`config.mk`:
```
export PLATFORM = sky130hd
export DESIGN_NAME = ddr3_wr_issue
export DESIGN_NICKNAME = d
export VERILOG_FILES = /design/src/rtl/ddr3_pkg.sv /design/src/rtl/ddr3_wr_issue.sv
export SDC_FILE = /design/constraint.sdc
export NUM_CORES = 1
export LEC_CHECK = 0
export ABC_AREA = 1
export CAP_MARGIN = 20
export CORE_ASPECT_RATIO = 1.2
export CORE_MARGIN = 2
export CORE_UTILIZATION = 60
export DETAILED_ROUTE_END_ITERATION = 10
export DONT_BUFFER_PORTS = 1
export PLACE_DENSITY = 0.76
export SYNTH_ARGS = -nofsm -noshare
export SYNTH_HDL_FRONTEND = slang
export SYNTH_SLANG_ARGS = --single-unit
```
`constraint.sdc`:
```
create_clock -name clock -period 4.4 [get_ports clock]
set_clock_uncertainty 0.15 [all_clocks]
set_input_delay 1.32 -clock clock [delete_from_list [all_inputs] [get_ports clock]]
set_output_delay 1.32 -clock clock [all_outputs]
set_load 0.02 [all_outputs]
```
`src/rtl/ddr3_pkg.sv`:
```
// Shared definitions for the DDR3 write-issue path: FSM encodings and burst constants.
package ddr3_pkg;

    typedef enum logic [1:0] {
        ST_IDLE = 2'd0,
        ST_REQ  = 2'd1,
        ST_WAIT = 2'd2,
        ST_SEND = 2'd3
    } wr_state_e;

    localparam int unsigned BL8_BEATS = 4;

    // Wide enough for any byte-strobe width in use; users cast down to MASKS.
    localparam logic [63:0] DFI_MASK_IDLE = '1;

endpackage

```
`src/rtl/ddr3_wr_issue.sv`:
```
// BL8 write-issue stage: requests the scheduler per command, then streams four
// data beats onto DFI after the write latency, tracking packet/chunk alignment.
module ddr3_wr_issue
    import ddr3_pkg::*;
#(
    parameter int unsigned ADDRS        = 32,
    parameter int unsigned WIDTH        = 32,
    parameter int unsigned MASKS        = WIDTH / 8,
    parameter int unsigned AXI_ID_WIDTH = 4,
    parameter int unsigned WR_LATENCY   = 4
) (
    input  logic                    clock,
    input  logic                    reset,
    input  logic                    mem_store_i,
    output logic                    mem_accept_o,
    input  logic                    mem_wseq_i,
    input  logic [AXI_ID_WIDTH-1:0] mem_wrid_i,
    input  logic [ADDRS-1:0]        mem_addr_i,
    input  logic                    mem_valid_i,
    output logic                    mem_ready_o,
    input  logic                    mem_last_i,
    input  logic [MASKS-1:0]        mem_strb_i,
    input  logic [WIDTH-1:0]        mem_data_i,
    output logic                    ctl_req_o,
    input  logic                    ctl_gnt_i,
    output logic                    ctl_seq_o,
    output logic [AXI_ID_WIDTH-1:0] ctl_wrid_o,
    output logic [ADDRS-1:0]        ctl_addr_o,
    output logic                    dfi_wren_o,
    output logic [MASKS-1:0]        dfi_mask_o,
    output logic [WIDTH-1:0]        dfi_data_o,
    output logic                    err_o
);

    localparam int unsigned      CNT_W     = 4;
    localparam logic [CNT_W-1:0] WAIT_LOAD = CNT_W'(WR_LATENCY > 2 ? WR_LATENCY - 3 : 0);
    localparam logic [1:0]       LAST_BEAT = 2'(BL8_BEATS - 1);
    localparam logic [MASKS-1:0] MASK_IDLE = MASKS'(DFI_MASK_IDLE);

    wr_state_e               state_q, state_d;
    logic [CNT_W-1:0]        cnt_q, cnt_d;
    logic [1:0]              beat_q, beat_d;
    logic                    req_q, req_d;
    logic                    ready_q, ready_d;
    logic                    seq_q, seq_d;
    logic [AXI_ID_WIDTH-1:0] wrid_q, wrid_d;
    logic [ADDRS-1:0]        addr_q, addr_d;
    logic                    wren_q, wren_d;
    logic [MASKS-1:0]        mask_q, mask_d;
    logic [WIDTH-1:0]        data_q, data_d;
    logic                    err_q, err_d;
    logic                    in_pkt_q, in_pkt_d;

    assign mem_accept_o = req_q & ctl_gnt_i;
    assign mem_ready_o  = ready_q;
    assign ctl_req_o    = req_q;
    assign ctl_seq_o    = seq_q;
    assign ctl_wrid_o   = wrid_q;
    assign ctl_addr_o   = addr_q;
    assign dfi_wren_o   = wren_q;
    assign dfi_mask_o   = mask_q;
    assign dfi_data_o   = data_q;
    assign err_o        = err_q;

    // Next-state, latency/beat counting, DFI staging and alignment checks.
    always_comb begin
        state_d  = state_q;
        cnt_d    = cnt_q;
        beat_d   = beat_q;
        req_d    = req_q;
        ready_d  = ready_q;
        seq_d    = seq_q;
        wrid_d   = wrid_q;
        addr_d   = addr_q;
        wren_d   = 1'b0;
        mask_d   = MASK_IDLE;
        data_d   = data_q;
        err_d    = err_q;
        in_pkt_d = in_pkt_q;

        case (state_q)
            ST_IDLE: begin
                if (mem_store_i && mem_valid_i) begin
                    state_d = ST_REQ;
                    req_d   = 1'b1;
                    seq_d   = mem_wseq_i;
                    wrid_d  = mem_wrid_i;
                    addr_d  = mem_addr_i;
                end
            end
            ST_REQ: begin
                if (ctl_gnt_i) begin
                    req_d = 1'b0;
                    // A continuation must follow an open packet and a fresh chunk must not.
                    if (seq_q != in_pkt_q) begin
                        err_d = 1'b1;
                    end
                    if (WR_LATENCY <= 2) begin
                        state_d = ST_SEND;
                        ready_d = 1'b1;
                        beat_d  = 2'd0;
                    end else begin
                        state_d = ST_WAIT;
                        cnt_d   = WAIT_LOAD;
                    end
                end
            end
            ST_WAIT: begin
                if (cnt_q == '0) begin
                    state_d = ST_SEND;
                    ready_d = 1'b1;
                    beat_d  = 2'd0;
                end else begin
                    cnt_d = cnt_q - CNT_W'(1);
                end
            end
            ST_SEND: begin
                wren_d = 1'b1;
                if (mem_valid_i) begin
                    data_d = mem_data_i;
                    mask_d = ~mem_strb_i;
                end else begin
                    data_d = '0;
                    err_d  = 1'b1;
                end
                if (beat_q == LAST_BEAT) begin
                    in_pkt_d = ~mem_last_i;
                    state_d  = ST_IDLE;
                    ready_d  = 1'b0;
                end else begin
                    if (mem_last_i) begin
                        err_d = 1'b1;
                    end
                    beat_d = beat_q + 2'd1;
                end
            end
            default: state_d = ST_IDLE;
        endcase
    end

    always_ff @(posedge clock or posedge reset) begin
        if (reset) begin
            state_q  <= ST_IDLE;
            cnt_q    <= '0;
            beat_q   <= '0;
            req_q    <= 1'b0;
            ready_q  <= 1'b0;
            seq_q    <= 1'b0;
            wrid_q   <= '0;
            addr_q   <= '0;
            wren_q   <= 1'b0;
            mask_q   <= MASK_IDLE;
            data_q   <= '0;
            err_q    <= 1'b0;
            in_pkt_q <= 1'b0;
        end else begin
            state_q  <= state_d;
            cnt_q    <= cnt_d;
            beat_q   <= beat_d;
            req_q    <= req_d;
            ready_q  <= ready_d;
            seq_q    <= seq_d;
            wrid_q   <= wrid_d;
            addr_q   <= addr_d;
            wren_q   <= wren_d;
            mask_q   <= mask_d;
            data_q   <= data_d;
            err_q    <= err_d;
            in_pkt_q <= in_pkt_d;
        end
    end

endmodule
```
After elaboration in Yosys (flattened, before gate mapping)

Index checks and enable logic that the tools add are counted.

Flip-flop bits (word level): 86
Input bits: 79

$add $sub $neg: 2
Equal/unequal tests: 12
Muxes and demuxes: 27
Bitwise gates (word level): 3
Reduce and logical (&&, ||, !) cells: 15

Operators by type and width:

| cell                                                               | count |
|---|---|
| 32-bit two-way mux                                                 | 1 |
| 4-bit two-way mux                                                  | 4 |
| 3-bit AND reduction                                                | 5 |
| 2-bit != test, second input constant                               | 7 |
| 2-bit two-way mux                                                  | 6 |
| 1-bit two-way mux                                                  | 10 |
| 2-bit one-hot mux with 4 select lines                              | 1 |
| 4-bit one-hot mux with 2 select lines                              | 1 |
| 2-bit nonzero test                                                 | 4 |
| 2-bit == test, second input constant                               | 3 |
| 1-bit one-hot mux with 2 select lines                              | 3 |
| 4-bit zero test                                                    | 1 |
| 4-bit inverter                                                     | 1 |
| 2-bit one-hot mux with 2 select lines                              | 1 |
| 2-bit AND reduction                                                | 2 |
| 4-bit AND reduction                                                | 1 |
| 4-bit by 1-bit subtractor with 4-bit output, second input constant | 1 |
| 2-bit by 1-bit adder with 2-bit output, second input constant      | 1 |
| 2-bit by 1-bit == test with 1-bit output, second input constant    | 1 |
| 2-bit zero test                                                    | 1 |
| 1-bit AND                                                          | 1 |
| 1-bit logical AND                                                  | 1 |
| 1-bit != test                                                      | 1 |
| 1-bit inverter                                                     | 1 |

Longest topological paths before layout

Depth after elaboration: 4
Gate-level depth with buffers: 8

Worst setup path after synthesis

Ideal clock, no wire load.

Kind: input -> output
From: in ctl_gnt_i
To: out mem_accept_o
Arrival: 1496 ps
Required time: 2930 ps
Slack: 1434 ps
Cell stages on the path: 2
Cell sequence: nand2_1 inv_1

Longest elaborated chain between the ends: 1

Ends and longest elaborated chain:

| item            | RTL line            | source |
|---|---|---|
| start, declared | ddr3_wr_issue.sv:25 | `input logic ctl_gnt_i,` |
| 1-bit AND       | ddr3_wr_issue.sv:54 | `assign mem_accept_o = req_q & ctl_gnt_i;` |
| end, declared   | ddr3_wr_issue.sv:15 | `output logic mem_accept_o,` |

No other way between the ends.

Worst setup path in the final report

Same ends and word-level chain as after synthesis.

==> results.py <==
metrics = {
    "clock_network": {
        "cts.path.max_buffers": 2,
        "root_buffer": "clkbuf_8",
        "cts_tree": "yes",
        "clk_pin_slew_ns": 0.08,
        "cts_setup_buffers": 0,
        "cts-buffers-inserted": 9,
        "hold_buffers": 0,
        "clkLatencyLatePin_ns": 0.35,
        "cts_sinks": 86,
        "htree_levels": 3,
        "ctsResizeCount": 0,
    },
    "final_layout": {
        "fin_nets": 345,
        "syn_to_final_growth_pct": 7.829,
        "n_antenna_cell": 0,
        "drive_gt1_share_pct": 25.00,
        "fin_cells": 328,
    },
    "status": {
        "status": "completed",
    },
    "global_routing": {
        "antenna_found_initial": 0,
        "grt_usage_pct": 20.16,
        "grt_max_degree": 42,
        "overflow": 0,
        "grt_first_pass_wirelength_um": 9604,
        "grt_pass1_vias": 2009,
    },
    "yosys": {
        "synth_seq_area_share_pct": 62.78,
        "ys_ff_latch": 86,
        "synth_cells": 255,
        "yosys.area.top_type_share_pct": 59.72,
        "synth-main-ff-cell": "dfrtp_1",
        "synthTopCellsByCount": "82 x dfrtp_1, 35 x nand2_1, 32 x a22o_1",
        "syn_nets": 341,
        "netlist_area_mm2": 0.003436,
        "synth_most_common_cell": "dfrtp_1",
        "async_flop_share_pct": 100.0,
        "synth_cell_type_count": 20,
        "synth_top_cell_by_area": "dfrtp_1",
        "synth_edf_count": 0,
        "synthTopCellsByArea": "dfrtp_1 60%, mux2_4 8.3%, a22o_1 8.2%",
        "ys_warn_count": 0,
        "avgSynthCellArea_um2": 13.47,
    },
    "timing": {
        "fin_crit_sh_pct": 68.05,
        "rsz0062_at_grt": "false",
        "setup_viol": 0,
        "slew_headroom_pct": 52.58,
        "fin_crit_ns": 2.994,
        "hold_violations": 0,
        "whs_ns": 0.3613,
        "slew_viol_final": 0,
        "tightestPinTransition_ns": 0.7113,
        "fmax_mhz": 334.0,
        "setup_tns_ns": 0,
    },
    "placement": {
        "dpl.cell_count": 312,
        "hpwlAfterDp_um": 4656,
        "gp_congestion": 0.7275,
        "io_buffers": 0,
    },
    "worst_setup_path": {
        "critPathMaxStageDelay_ns": 0.17,
        "cp_top_family": "buffers and inverters",
        "timing.critical_path.buf_inv": 1,
        "worstSetupEndpointType": "primary output",
        "regToRegSetupSlack_ns": 2.13,
        "critPathKind": "in -> out",
        "critPathSlowestCell": "inv_1",
        "crit_chain": "nand2_1 -> inv_1",
        "start_kind": "input pin",
        "critical_path_required_ns": 2.93,
        "crit_arrival_ns": 1.52,
        "cp_max_fo": 2,
    },
    "routing": {
        "wl_per_cell_um": 20.08,
        "drt_iter0_markers": 102,
        "firstDrtPassIters": 4,
        "vias": 2015,
        "drc": 0,
        "antenna_left": 0,
        "viasPerCell": 6.143,
        "wl_um": 6586,
    },
    "floorplan": {
        "core_mm2": 0.005593,
        "die_w_um": 73.08,
        "core.rowCount": 30,
        "ios": 157,
        "die_area_mm2": 0.006350,
        "die_y_um": 86.90,
        "initial_core_util_pct": 61.43,
    },
    "worst_hold_path": {
        "min_path_type": "reg -> reg",
    },
    "power_and_ir_drop": {
        "cellPowerDensity_mw_per_mm2": 841.6,
        "report.power.total_mw": 3.118,
        "ir_drop_uv": 449.4,
        "leakage_nw": 1.832,
    },
    "job": {
        "drv_cap": 0,
    },
}
[final timing paths]
path,from,end,depth (start not counted)
hold reg to reg,beat_q[1],beat_q[1],2
max in group asynchronous,reset,ctl_addr_o[31],2
hold / removal,beat_q[1],beat_q[1],2
setup / recovery,ctl_gnt_i,mem_accept_o,2
min in group asynchronous,reset,ctl_addr_o[25],1
setup reg to reg,state_q[1],ctl_wrid_o[3],5
[metal layers]
metal	wire length (um)	global-route usage, %
met2	3294	33.09
met4	125	10.10
met1	2573	24.18
met5	0	0
met3	593	5.556
[area by class of cell]
type | count | area, um2
sequential | 86 | 2157
fill | 405 | 1888
multi-input combinational | 143 | 1157
clock buffer | 9 | 123.9
clock inverter | 7 | 102.6
tap | 64 | 80.08
inverter | 16 | 61.31
timing repair buffer | 3 | 22.52
[sequential cells by signal, indices dropped and copies added, names as in the netlist]
signal,flops
beat_q,2
cnt_q,4
ctl_addr_o,32
ctl_req_o,1
ctl_seq_o,1
ctl_wrid_o,4
dfi_data_o,32
dfi_mask_o,4
dfi_wren_o,1
err_o,1
in_pkt_q,1
mem_ready_o,1
state_q,2
[logic make-up (layout without fill, tap and decap cells)]
group | Yosys count | in the layout | share of synthesized area, %
adders and majority gates | 7 | 7 | 2.549
and+or+nand+nor | 53 | 53 | 6.373
DFF | 86 | 86 | 62.78
muxes | 37 | 37 | 14.20
buffers and inverters | 26 | 35 | 3.678
AOI/OAI and AO/OA | 45 | 45 | 10.16
xor gates and xnor gates | 1 | 1 | 0.2550
[power by group]
part / internal (mW) / total [mW] / switching (mW)
registers: 1.12 / 1.73 / 0.609
clock network: 0.329 / 0.622 / 0.293
logic: 0.415 / 0.766 / 0.351
total: 1.86 / 3.12 / 1.25
[cell usage in the layout, fill, tap and decap left out]
cell type | Yosys | routed
mux2_4 | 19 | 19
o22a_1 | 1 | 1
mux2_2 | 18 | 18
a22o_1 | 32 | 32
inv_2 | 2 | 2
bufinv_16 | 0 | 2
ha_1 | 7 | 7
clkbuf_8 | 0 | 9
inv_6 | 0 | 3
nand3b_1 | 1 | 1
o21ai_0 | 10 | 10
inv_1 | 14 | 13
xnor2_1 | 1 | 1
a21oi_1 | 2 | 2
nor2_1 | 6 | 6
nand3_1 | 9 | 8
buf_4 | 0 | 3
dfrtp_1 | 82 | 82
dfstp_2 | 4 | 4
inv_8 | 0 | 1
clkinv_2 | 0 | 2
or2_2 | 2 | 2
nand2_1 | 35 | 35
nand3_2 | 0 | 1
[stage by stage]
| step | util (%) | setup WS (ns) | area (um2) |
|---|---|---|---|
| after floorplan | - | 0.7148 | 3436 |
| after global placement | 62.19 | 1.420 | 3478 |
| after detailed placement | 62.19 | 1.402 | 3478 |
| after CTS | 66.24 | 1.402 | 3705 |
| after global routing | 66.24 | 1.386 | 3705 |
| final | 66.24 | 1.406 | 3705 |
Power figures use the tool's default switching activity.
